--- config.mk ---
export PLATFORM = sky130hd
export DESIGN_NAME = bnn_sample_sequencer
export DESIGN_NICKNAME = d
export VERILOG_FILES = /design/src/rtl/bnn_sample_sequencer.sv
export SDC_FILE = /design/constraint.sdc
export NUM_CORES = 1
export LEC_CHECK = 0
export CORE_MARGIN = 8
export CORE_UTILIZATION = 50
export CTS_CLUSTER_DIAMETER = 200
export DETAILED_ROUTE_END_ITERATION = 6
export GPL_ROUTABILITY_DRIVEN = 0
export PLACE_DENSITY = 0.75
export SLEW_MARGIN = 10
export SYNTH_ARGS = -nofsm -noshare
export SYNTH_HDL_FRONTEND = slang
export SYNTH_SLANG_ARGS = --single-unit
--- constraint.sdc ---
create_clock -name clk -period 4.3 [get_ports clk]
set_input_delay 0.645 -clock clk [delete_from_list [all_inputs] [get_ports clk]]
set_output_delay 0.645 -clock clk [all_outputs]
set_load 0.03 [all_outputs]
--- src/rtl/bnn_sample_sequencer.sv ---
// ============================================================================
// Module : bnn_sample_sequencer
// Brief  : Double-buffered feature loader and start/latency sequencer for the
//          rolled single-hidden-layer BNN classifier.
// Rev    : 1.0  initial release
// ============================================================================
`default_nettype none

module bnn_sample_sequencer #(
    parameter int FEAT_CNT   = 11,
    parameter int FEAT_BITS  = 4,
    parameter int HIDDEN_CNT = 40,
    parameter int CLASS_CNT  = 7,
    parameter int RUN_CYCLES = 2*HIDDEN_CNT+1,
    parameter int CNT_BITS   = 16
) (
    input  logic                          clk,
    input  logic                          rst,
    input  logic                          in_valid,
    output logic                          in_ready,
    input  logic [FEAT_BITS-1:0]          in_feat,
    output logic [FEAT_BITS*FEAT_CNT-1:0] bnn_features,
    output logic                          bnn_rst,
    input  logic [$clog2(CLASS_CNT)-1:0]  bnn_prediction,
    output logic                          pred_valid,
    input  logic                          pred_ready,
    output logic [$clog2(CLASS_CNT)-1:0]  pred_class,
    output logic                          pred_oob,
    output logic [CNT_BITS-1:0]           sample_cnt
);

    localparam int c_pred_w = $clog2(CLASS_CNT);
    localparam int c_lidx_w = (FEAT_CNT > 1) ? $clog2(FEAT_CNT) : 1;
    localparam int c_rcnt_w = (RUN_CYCLES > 1) ? $clog2(RUN_CYCLES) : 1;
    localparam int c_vec_w  = FEAT_BITS*FEAT_CNT;

    localparam logic [c_lidx_w-1:0] c_lidx_last = c_lidx_w'(FEAT_CNT-1);
    localparam logic [c_rcnt_w-1:0] c_run_last  = c_rcnt_w'(RUN_CYCLES-1);
    localparam logic [c_pred_w-1:0] c_class_max = c_pred_w'(CLASS_CNT-1);

    typedef enum logic [1:0] {
        S_IDLE  = 2'd0,
        S_START = 2'd1,
        S_RUN   = 2'd2,
        S_DONE  = 2'd3
    } state_t;

    state_t                r_state;
    state_t                w_state_next;
    logic [c_lidx_w-1:0]   r_lidx;
    logic                  r_lfull;
    logic [c_rcnt_w-1:0]   r_run_cnt;
    logic [c_vec_w-1:0]    r_run_vec;
    logic [c_vec_w-1:0]    w_load_vec;
    logic                  w_load;
    logic                  w_transfer;
    logic                  w_run_last;

    assign in_ready     = !r_lfull;
    assign w_load       = in_valid && !r_lfull;
    assign w_run_last   = (r_state == S_RUN) && (r_run_cnt == c_run_last);
    assign bnn_features = r_run_vec;

    // Load buffer slots, packed so feature k sits at [k*FEAT_BITS +: FEAT_BITS]
    for (genvar k = 0; k < FEAT_CNT; k++) begin : g_slot
        logic [FEAT_BITS-1:0] r_slot;

        always_ff @(posedge clk) begin
            if (!rst) begin
                r_slot <= '0;
            end else if (w_load && (r_lidx == c_lidx_w'(k))) begin
                r_slot <= in_feat;
            end
        end

        assign w_load_vec[k*FEAT_BITS +: FEAT_BITS] = r_slot;
    end

    // A transfer needs lfull and a load cannot, so the two never coincide
    always_ff @(posedge clk) begin
        if (!rst) begin
            r_lidx  <= '0;
            r_lfull <= 1'b0;
        end else begin
            if (w_transfer) begin
                r_lfull <= 1'b0;
            end
            if (w_load) begin
                if (r_lidx == c_lidx_last) begin
                    r_lidx  <= '0;
                    r_lfull <= 1'b1;
                end else begin
                    r_lidx <= r_lidx + c_lidx_w'(1);
                end
            end
        end
    end

    always_ff @(posedge clk) begin
        if (!rst) begin
            r_state <= S_IDLE;
        end else begin
            r_state <= w_state_next;
        end
    end

    always_comb begin
        w_state_next = r_state;
        w_transfer   = 1'b0;
        bnn_rst      = 1'b0;
        pred_valid   = 1'b0;
        case (r_state)
            S_IDLE: begin
                if (r_lfull) begin
                    w_transfer   = 1'b1;
                    w_state_next = S_START;
                end
            end
            S_START: begin
                bnn_rst      = 1'b1;
                w_state_next = S_RUN;
            end
            S_RUN: begin
                if (r_run_cnt == c_run_last) begin
                    w_state_next = S_DONE;
                end
            end
            S_DONE: begin
                pred_valid = 1'b1;
                if (pred_ready) begin
                    if (r_lfull) begin
                        w_transfer   = 1'b1;
                        w_state_next = S_START;
                    end else begin
                        w_state_next = S_IDLE;
                    end
                end
            end
            default: w_state_next = S_IDLE;
        endcase
    end

    always_ff @(posedge clk) begin
        if (!rst) begin
            r_run_vec <= '0;
            r_run_cnt <= '0;
        end else begin
            if (w_transfer) begin
                r_run_vec <= w_load_vec;
            end
            if (r_state == S_START) begin
                r_run_cnt <= '0;
            end else if (r_state == S_RUN) begin
                r_run_cnt <= r_run_cnt + c_rcnt_w'(1);
            end
        end
    end

    // Prediction captured on the last RUN cycle and held through DONE
    always_ff @(posedge clk) begin
        if (!rst) begin
            pred_class <= '0;
            pred_oob   <= 1'b0;
            sample_cnt <= '0;
        end else begin
            if (w_run_last) begin
                pred_class <= (bnn_prediction > c_class_max) ? c_class_max : bnn_prediction;
                pred_oob   <= (bnn_prediction > c_class_max);
            end
            if ((r_state == S_DONE) && pred_ready) begin
                sample_cnt <= sample_cnt + CNT_BITS'(1);
            end
        end
    end

endmodule

`default_nettype wire

Word-level counts from Yosys, hierarchy flattened
Cells that the tools add are included.

Memory bits (writable): 0. Input port bits: 11. Output and inout port bits: 67. Memories: 0. Word-level logic and storage cells: 75. Latch bits: 0. Memory bits (read-only): 0. Register bits after elaboration: 122.

Bitwise gates (word level): 1. Add/sub/neg operators: 3. Order comparisons: 1. Mux-type cells: 15. Divide/modulo/power cells: 0. Equal/unequal tests: 17. Shift operators: 0. Reductions and logical operators: 19. Multipliers: 0.

Operators by type and width (count): $add 16x1->16 const B (1); $eq 4x3->1 const B (4); $logic_and 1x1->1 (14); $eq 4x4->1 const B (3); $eq 4x2->1 const B (2); $mux 1 (8); $pmux 2 s4 (1); $add 7x1->7 const B (1); $eq 7x7->1 const B (1); $mux 2 (3); $ne 2x2->1 const B (3); $add 4x1->4 const B (1); $eq 2x2->1 const B (2); $eq 4x1->1 const B (1); $logic_not 4->1 (1); $mux 4 (1); $gt 3x3->1 const B (1); $mux 3 (1); $reduce_and 3->1 (1); $eq 2x1->1 const B (1); $logic_not 2->1 (1); $pmux 1 s2 (1); $reduce_or 2->1 (1); $logic_not 1->1 (1); $not 1->1 (1).

Logic depth before layout (Yosys ltp)
Gate-level depths: netlist (run 1).

Depth after elaboration: 6. Gate-level depth with buffers: 8. Depth with buffers taken out: 6.

Least setup slack after synthesis (run 1)
No wires, ideal clock.

Path type: register to register. From: register r_state[1]. To: register sample_cnt[12]. Required time: 4230 ps. Cell stages (with the launch flop): 6. Path buffers: 0. Arrival time: 1866 ps. Path slack: 2364 ps. Setup time: 70 ps. Period minus slack after synthesis: 1936 ps. Cells stage by stage: dfxtp_1 -> ha_1 -> nand3_2 -> or3_4 -> or3_1 -> a21oi_1.

Longest elaborated chain between the ends: 2.

Ends and longest elaborated chain: start: declaration (RTL line 48) `state_t r_state;`; start signal: assignment (RTL line 103) `r_state <= w_state_next;`; $eq 2x2->1 (RTL line 170) `if ((r_state == S_DONE) && pred_ready) begin`; $logic_and 1x1->1 (RTL line 170); end signal: assignment (RTL line 171) `sample_cnt <= sample_cnt + CNT_BITS'(1);`; end: declaration (RTL line 29) `output logic [CNT_BITS-1:0] sample_cnt`.

No other way between the ends. A chain may end at the register's enable or synchronous reset.

Worst setup path after layout (run 1)
From: register r_state[1]. To: output port pred_valid.

Longest elaborated chain between the ends: 2.

Ends and longest elaborated chain: $eq 2x2->1 (RTL line 112) `case (r_state)`; $mux 1 (RTL line 112); end: declaration (RTL line 25) `output logic pred_valid,`.

No other way between the ends.

==> run summary, run 1 <==
run status -> finished, final reports clean
# DRC -> 0
EDFF count, synth -> 0
Clock Tree Buf Depth -> 2
Final Instance Count excl. Fillers -> 779
internal cell power -> 0.00214 W
placed insts -> 747
Net Sw Power -> 0.000610 W
Detailed Place HPWL -> 7390 um
Max-Cap Viols -> 0
PortBufs -> 77
n_diodes -> 0
DRT Wirelength -> 11200 um
final hold violations -> 0
GRT Resource Usage Total -> 17.4%
H-tree Lvls -> 4
DR iter-0 viols -> 262
Logic pwr share -> 6.0%
worst path required time -> 3.65 ns
f_max -> 378 MHz
cell area after synthesis -> 0.00478 sq mm
nets@finish -> 656
Critical Path Source Type -> register
vias per std cell -> 5.26
post_cts resized -> 0
via count of the first global-routing pass -> 3866
Die W -> 114 um
Crit. End Element -> output port
Distinct cells, synth -> 38
worst vdd rail ir drop -> 271 uV
static leakage -> 2.07 nW
Die Footprint -> 0.0129 sq mm
Power Dens Cells -> 443 mW/mm^2
CTS clk-pin slew, worst paths -> 0.06 ns
Starting Density -> 51.7%
CORE AREA -> 0.00924 sq mm
cts bufs inserted -> 17
setup TNS -> 0 ns
worst setup path class -> register to output port
final setup violation count -> 0
Final Skew -> 0.00734 ns
Sequential Power Share -> 42.1%
Die Y -> 114 um
later-pin clock latency in the skew report -> 0.50 ns
top_reg_cell synth -> dfxtp_1
number of synthesis warnings -> 0
sw frac -> 22.2%
Post-CTS Setup Bufs -> 0
Min-Delay Path Class -> register to register
first-pass GRT wire length -> 18400 um
Tcrit/Tclk final -> 61.6%
routed vias -> 4097
syn nets -> 593
ys async rst share -> 0%
# hold bufs at CTS -> 0
WL/cell -> 14.4 um
CTS root buf -> clkbuf_8
sequential share of the synthesized area -> 51.1%
initial antenna violation count -> 0
CP Data Arrival Time -> 2.00 ns
share of layout cells above drive strength 1 -> 6.46%
largest net degree at the start of global routing -> 68
critical path fanouts, max -> 8
area grow syn2layout -> 29.9%
clock network power share -> 51.9%
Slew Viols, Final -> 0
Clock Sinks -> 122
first drt pass iteration count -> 5
Final Core Density -> 67.2%
min Tclk post-route -> 2.65 ns
antenna viol nets, final -> 0
Worst Tran Pin Value -> 1.15 ns
CTS tree -> yes
Gate Count Post-Synth -> 574
RSZ-0062 raised after global routing -> no
Synth Area per Inst -> 8.32 sq um
total global routing overflow -> 0
row cnt -> 35
top-level port count -> 78
flip-flop and latch count after synthesis -> 122
Rel. slew slack -> 23.4%
[worst max-delay path, cell delays in order, from the launching register on]
cell and delay (ns):
dfxtp_1 0.39, ha_1 0.36, clkdlybuf4s50_1 0.75
[final timing paths]
kind | to | cells past startpoint | slack (ns) | startpoint
worst min register to register | bnn_features[3] | 2 | 0.45 | g_slot[0].r_slot[3]
worst max register to register | g_slot[1].r_slot[1] | 4 | 2.17 | r_lidx[0]
worst max-delay path | pred_valid | 2 | 1.65 | r_state[1]
worst min-delay path | bnn_features[3] | 2 | 0.45 | g_slot[0].r_slot[3]
[metrics by stage]
stage               setup WS [ns]  hold slack, ns  cell area [sq um]  total power [W]
floorplan                    2.36           0.431               4780          0.00129
global placement             1.76           0.439               5610          0.00134
detailed placement           1.66           0.447               5610          0.00135
CTS                          1.63           0.456               6210          0.00277
global route                 1.57           0.471               6210          0.00284
finish                       1.65           0.450               6210          0.00275
[final cells by class]
cell class              count  area, sq um
well taps                 129          161
fillers                   756         3030
inverters                  11         41.3
clock buffers              21          429
multi-input cells         404         2150
repair buffers             81          813
clock inverters            11          171
flip-flops and latches    122         2440
[cell usage after synthesis (2+ instances only)]
| library cell | number | area share, % |
|---|---|---|
| nand4_1 | 6 | 0.79 |
| xor2_1 | 6 | 1.1 |
| mux2i_1 | 17 | 3.6 |
| nor4bb_1 | 2 | 0.42 |
| or3_1 | 7 | 0.92 |
| xnor2_1 | 11 | 2.0 |
| nand2_1 | 143 | 11 |
| o211ai_1 | 2 | 0.31 |
| inv_1 | 11 | 0.86 |
| buf_2 | 9 | 0.94 |
| or3_4 | 2 | 0.47 |
| nor3_1 | 3 | 0.31 |
| a21oi_1 | 88 | 9.2 |
| nor2_1 | 35 | 2.7 |
| ha_1 | 8 | 2.1 |
| dfxtp_1 | 122 | 51 |
| nor4_1 | 4 | 0.52 |
| and3_1 | 2 | 0.26 |
| o21ai_0 | 5 | 0.52 |
| clkbuf_1 | 26 | 2.0 |
| a22oi_1 | 2 | 0.31 |
| nand2b_1 | 5 | 0.65 |
| nor2b_1 | 4 | 0.52 |
| nand3_1 | 40 | 4.2 |
[cells in the final DEF, fill, tap and decap left out, types with 8 or more instances in the layout]
cell / count
nand2_1: 143
dfxtp_1: 122
a21oi_1: 88
clkdlybuf4s50_1: 77
nand3_1: 40
nor2_1: 35
mux2i_1: 17
clkbuf_16: 16
xnor2_1: 11
inv_1: 10
ha_1: 8
[logic make-up (layout without fill, tap and decap cells)]
family                     count (synthesis)  count (layout)  share of synthesized area (%)
muxes                                     17              17                           3.56
AOI/OAI and AO/OA                        102             102                           11.2
and+or+nand+nor                          260             260                           24.8
DFF                                      122             122                           51.1
buffers and inverters                     48             124                           4.03
xor gates and xnor gates                  17              17                           3.12
adders and majority gates                  8               8                           2.09
[state kept, by name, indices dropped and copies added (netlist names)]
name           count
r_state            2
r_lfull            1
sample_cnt        16
pred_oob           1
r_run_cnt          7
r_lidx             4
g_slot.r_slot     44
bnn_features      44
pred_class         3
[routing by layer]
metal  GRT usage, %  up-vias  part of all wire [%]
met5              0        -                     0
met4           6.84        0                  0.63
met3           5.39        6                   5.7
met2           29.0       98                    51
met1           20.3     1940                    43
li1               -     2053                     -
[power groups by stage]
stage | combinational [W] | clock (W) | sequential (W)
floorplan | 0.000116 | 0 | 0.00118
global placement | 0.000158 | 0 | 0.00118
detailed placement | 0.000163 | 0 | 0.00118
CTS | 0.000164 | 0.00145 | 0.00116
global route | 0.000182 | 0.00150 | 0.00116
finish | 0.000164 | 0.00143 | 0.00116
No activity file was read; power rests on OpenSTA's default activity.
==> inputs of run 2 (changes only) <==
clock period = 2.5 ns   (was 4.3 ns; I/O delays follow)
==> run summary, run 2 (same netlist as run 1, synthesis figures left out) <==
CP Data Arrival Time -> 2.01 ns (about the same)
FF-to-FF setup slack -> 0.55 ns (-1.62 ns)
Clock Sinks -> 122 (unchanged)
share of layout cells above drive strength 1 -> 7.79% (+1.3 points)
static leakage -> 2.11 nW (+1.8%)
Hold Crit Start -> g_slot[3].r_slot[3]
antenna viol nets, final -> 0 (unchanged)
Detailed Place HPWL -> 7380 um (-0.12%)
final hold violations -> 0 (unchanged)
largest net degree at the start of global routing -> 49 (-28%)
critical path cell sequence -> ha_1, clkdlybuf4s50_1
total global routing overflow -> 0 (unchanged)
row cnt -> 35 (unchanged)
Reg-to-Reg End -> bnn_features[14]
hold depth -> 2 (unchanged)
worst vdd rail ir drop -> 481 uV (+78%)
CTS tree -> yes
Worst Tran Pin Value -> 0.636 ns (-0.510 ns)
Crit. End Element -> output port
Worst path max stage delay -> 0.75 ns (about the same)
Clock Tree Buf Depth -> 2 (unchanged)
Slew Viols, Final -> 0 (unchanged)
Starting Density -> 51.7% (unchanged)
commonest cells after routing, fill and taps aside -> nand2_1, dfxtp_1, a21oi_1
worst setup path class -> register to output port
r2r startpoint -> r_state[1]
routed vias -> 4068 (-0.71%)
cts bufs inserted -> 17 (unchanged)
post_cts resized -> 0 (unchanged)
hold endpoint -> bnn_features[15]
Fin Hold WS -> 0.452 ns (+0.00214 ns)
DRT Wirelength -> 11200 um (about the same)
Final Skew -> 0.00879 ns (+0.00145 ns)
DR iter-0 viols -> 247 (-5.7%)
CTS root buf -> clkbuf_8
Post-CTS Setup Bufs -> 0 (unchanged)
RSZ-0062 raised after global routing -> no
# hold bufs at CTS -> 0 (unchanged)
final setup violation count -> 0 (unchanged)
nets@finish -> 661 (+0.76%)
Min-Delay Path Class -> register to register
commonest non-fill, non-tap cell in the layout -> nand2_1
worst path required time -> 2.12 ns (-1.53 ns)
# fillers -> 744 (-1.6%)
f_max -> 419 MHz
critical path fanouts, max -> 8 (unchanged)
Max stage delay cell, worst path -> clkdlybuf4s50_1
via count of the first global-routing pass -> 4035 (+4.4%)
Power Dens Cells -> 753 mW/mm^2 (+70%)
Max-Cap Viols -> 0 (unchanged)
WL/cell -> 14.3 um (-0.69%)
n_diodes -> 0 (unchanged)
min Tclk post-route -> 2.39 ns
Reg2Reg Depth -> 7 (+3)
Final Core Density -> 67.9% (+0.68 points)
Critical Path Source Type -> register
CORE AREA -> 0.00924 sq mm (unchanged)
Tcrit/Tclk final -> 95.4%
first-pass GRT wire length -> 18900 um (+2.5%)
later-pin clock latency in the skew report -> 0.51 ns (about the same)
first drt pass iteration count -> 4 (-1)
top-level port count -> 78 (unchanged)
Die W -> 114 um (unchanged)
Die Footprint -> 0.0129 sq mm (unchanged)
H-tree Lvls -> 4 (unchanged)
area grow syn2layout -> 31.2%
CTS clk-pin slew, worst paths -> 0.06 ns (about the same)
PortBufs -> 77 (unchanged)
Die Y -> 114 um (unchanged)
# DRC -> 0 (unchanged)
Rel. slew slack -> 57.5% (+34 points)
setup TNS -> 0 ns (unchanged)
GRT Resource Usage Total -> 17.8% (+0.49 points)
initial antenna violation count -> 0 (unchanged)
run status -> finished, final reports clean
vias per std cell -> 5.19 (-1.3%)
-- run 2: layout make-up --
| class | count | area (sq um) | area share, % |
|---|---|---|---|
| clock buffer | 18 | 428 | 6.82 |
| clock inverter | 14 | 173 | 2.75 |
| inverter | 11 | 41.3 | 0.658 |
| multi-input combinational | 404 | 2150 | 34.3 |
| sequential | 122 | 2440 | 38.9 |
| tap | 129 | 161 | 2.57 |
| timing repair buffer | 86 | 876 | 14.0 |
-- run 2: critical path: cells and delay by family (launching register included) --
family	cells	cell delay (ns)
buffers and inverters	1	0.75
DFF	1	0.40
adders and majority gates	1	0.35
-- run 2: worst max path at each step --
stage / depth (start not counted) / to / slack, ns / from
finish: 2 / pred_valid / 0.11 / r_state[1]
floorplan: 5 / sample_cnt[12] / 0.56 / r_state[1]
global placement: 5 / sample_cnt[12] / 0.42 / pred_ready
detailed placement: 5 / sample_cnt[13] / 0.37 / pred_ready
CTS: 2 / pred_valid / 0.11 / r_state[1]
global route: 2 / pred_valid / 0.04 / r_state[1]
-- run 2: metrics by stage --
| step | setup WS (ns) | total power (W) | instances | cell area, sq um |
|---|---|---|---|---|
| 2_1_floorplan | 0.564 | 0.00223 | 574 | 4780 |
| 3_3_place_gp | 0.417 | 0.00231 | 752 | 5670 |
| 3_5_place_dp | 0.369 | 0.00233 | 752 | 5670 |
| 4_1_cts | 0.110 | 0.00475 | 784 | 6270 |
| 5_1_grt | 0.0445 | 0.00488 | 784 | 6270 |
| 6_report | 0.115 | 0.00472 | 784 | 6270 |
-- run 2: where the power goes --
| group | switching (W) | internal [W] |
|---|---|---|
| clock | 0.000883 | 0.00155 |
| sequential | 0.0000240 | 0.00197 |
| combinational | 0.000195 | 0.000106 |
| total | 0.00110 | 0.00362 |
-- run 2: per-layer routing --
metal | vias up | routed length [um] | part of all wire, % | global-route usage (%)
li1 | 2054 | - | - | -
met1 | 1907 | 4880 | 44 | 20.2
met2 | 94 | 5450 | 49 | 30.7
met3 | 13 | 709 | 6.3 | 5.81
met4 | 0 | 144 | 1.3 | 6.48
met5 | - | 0 | 0 | 0
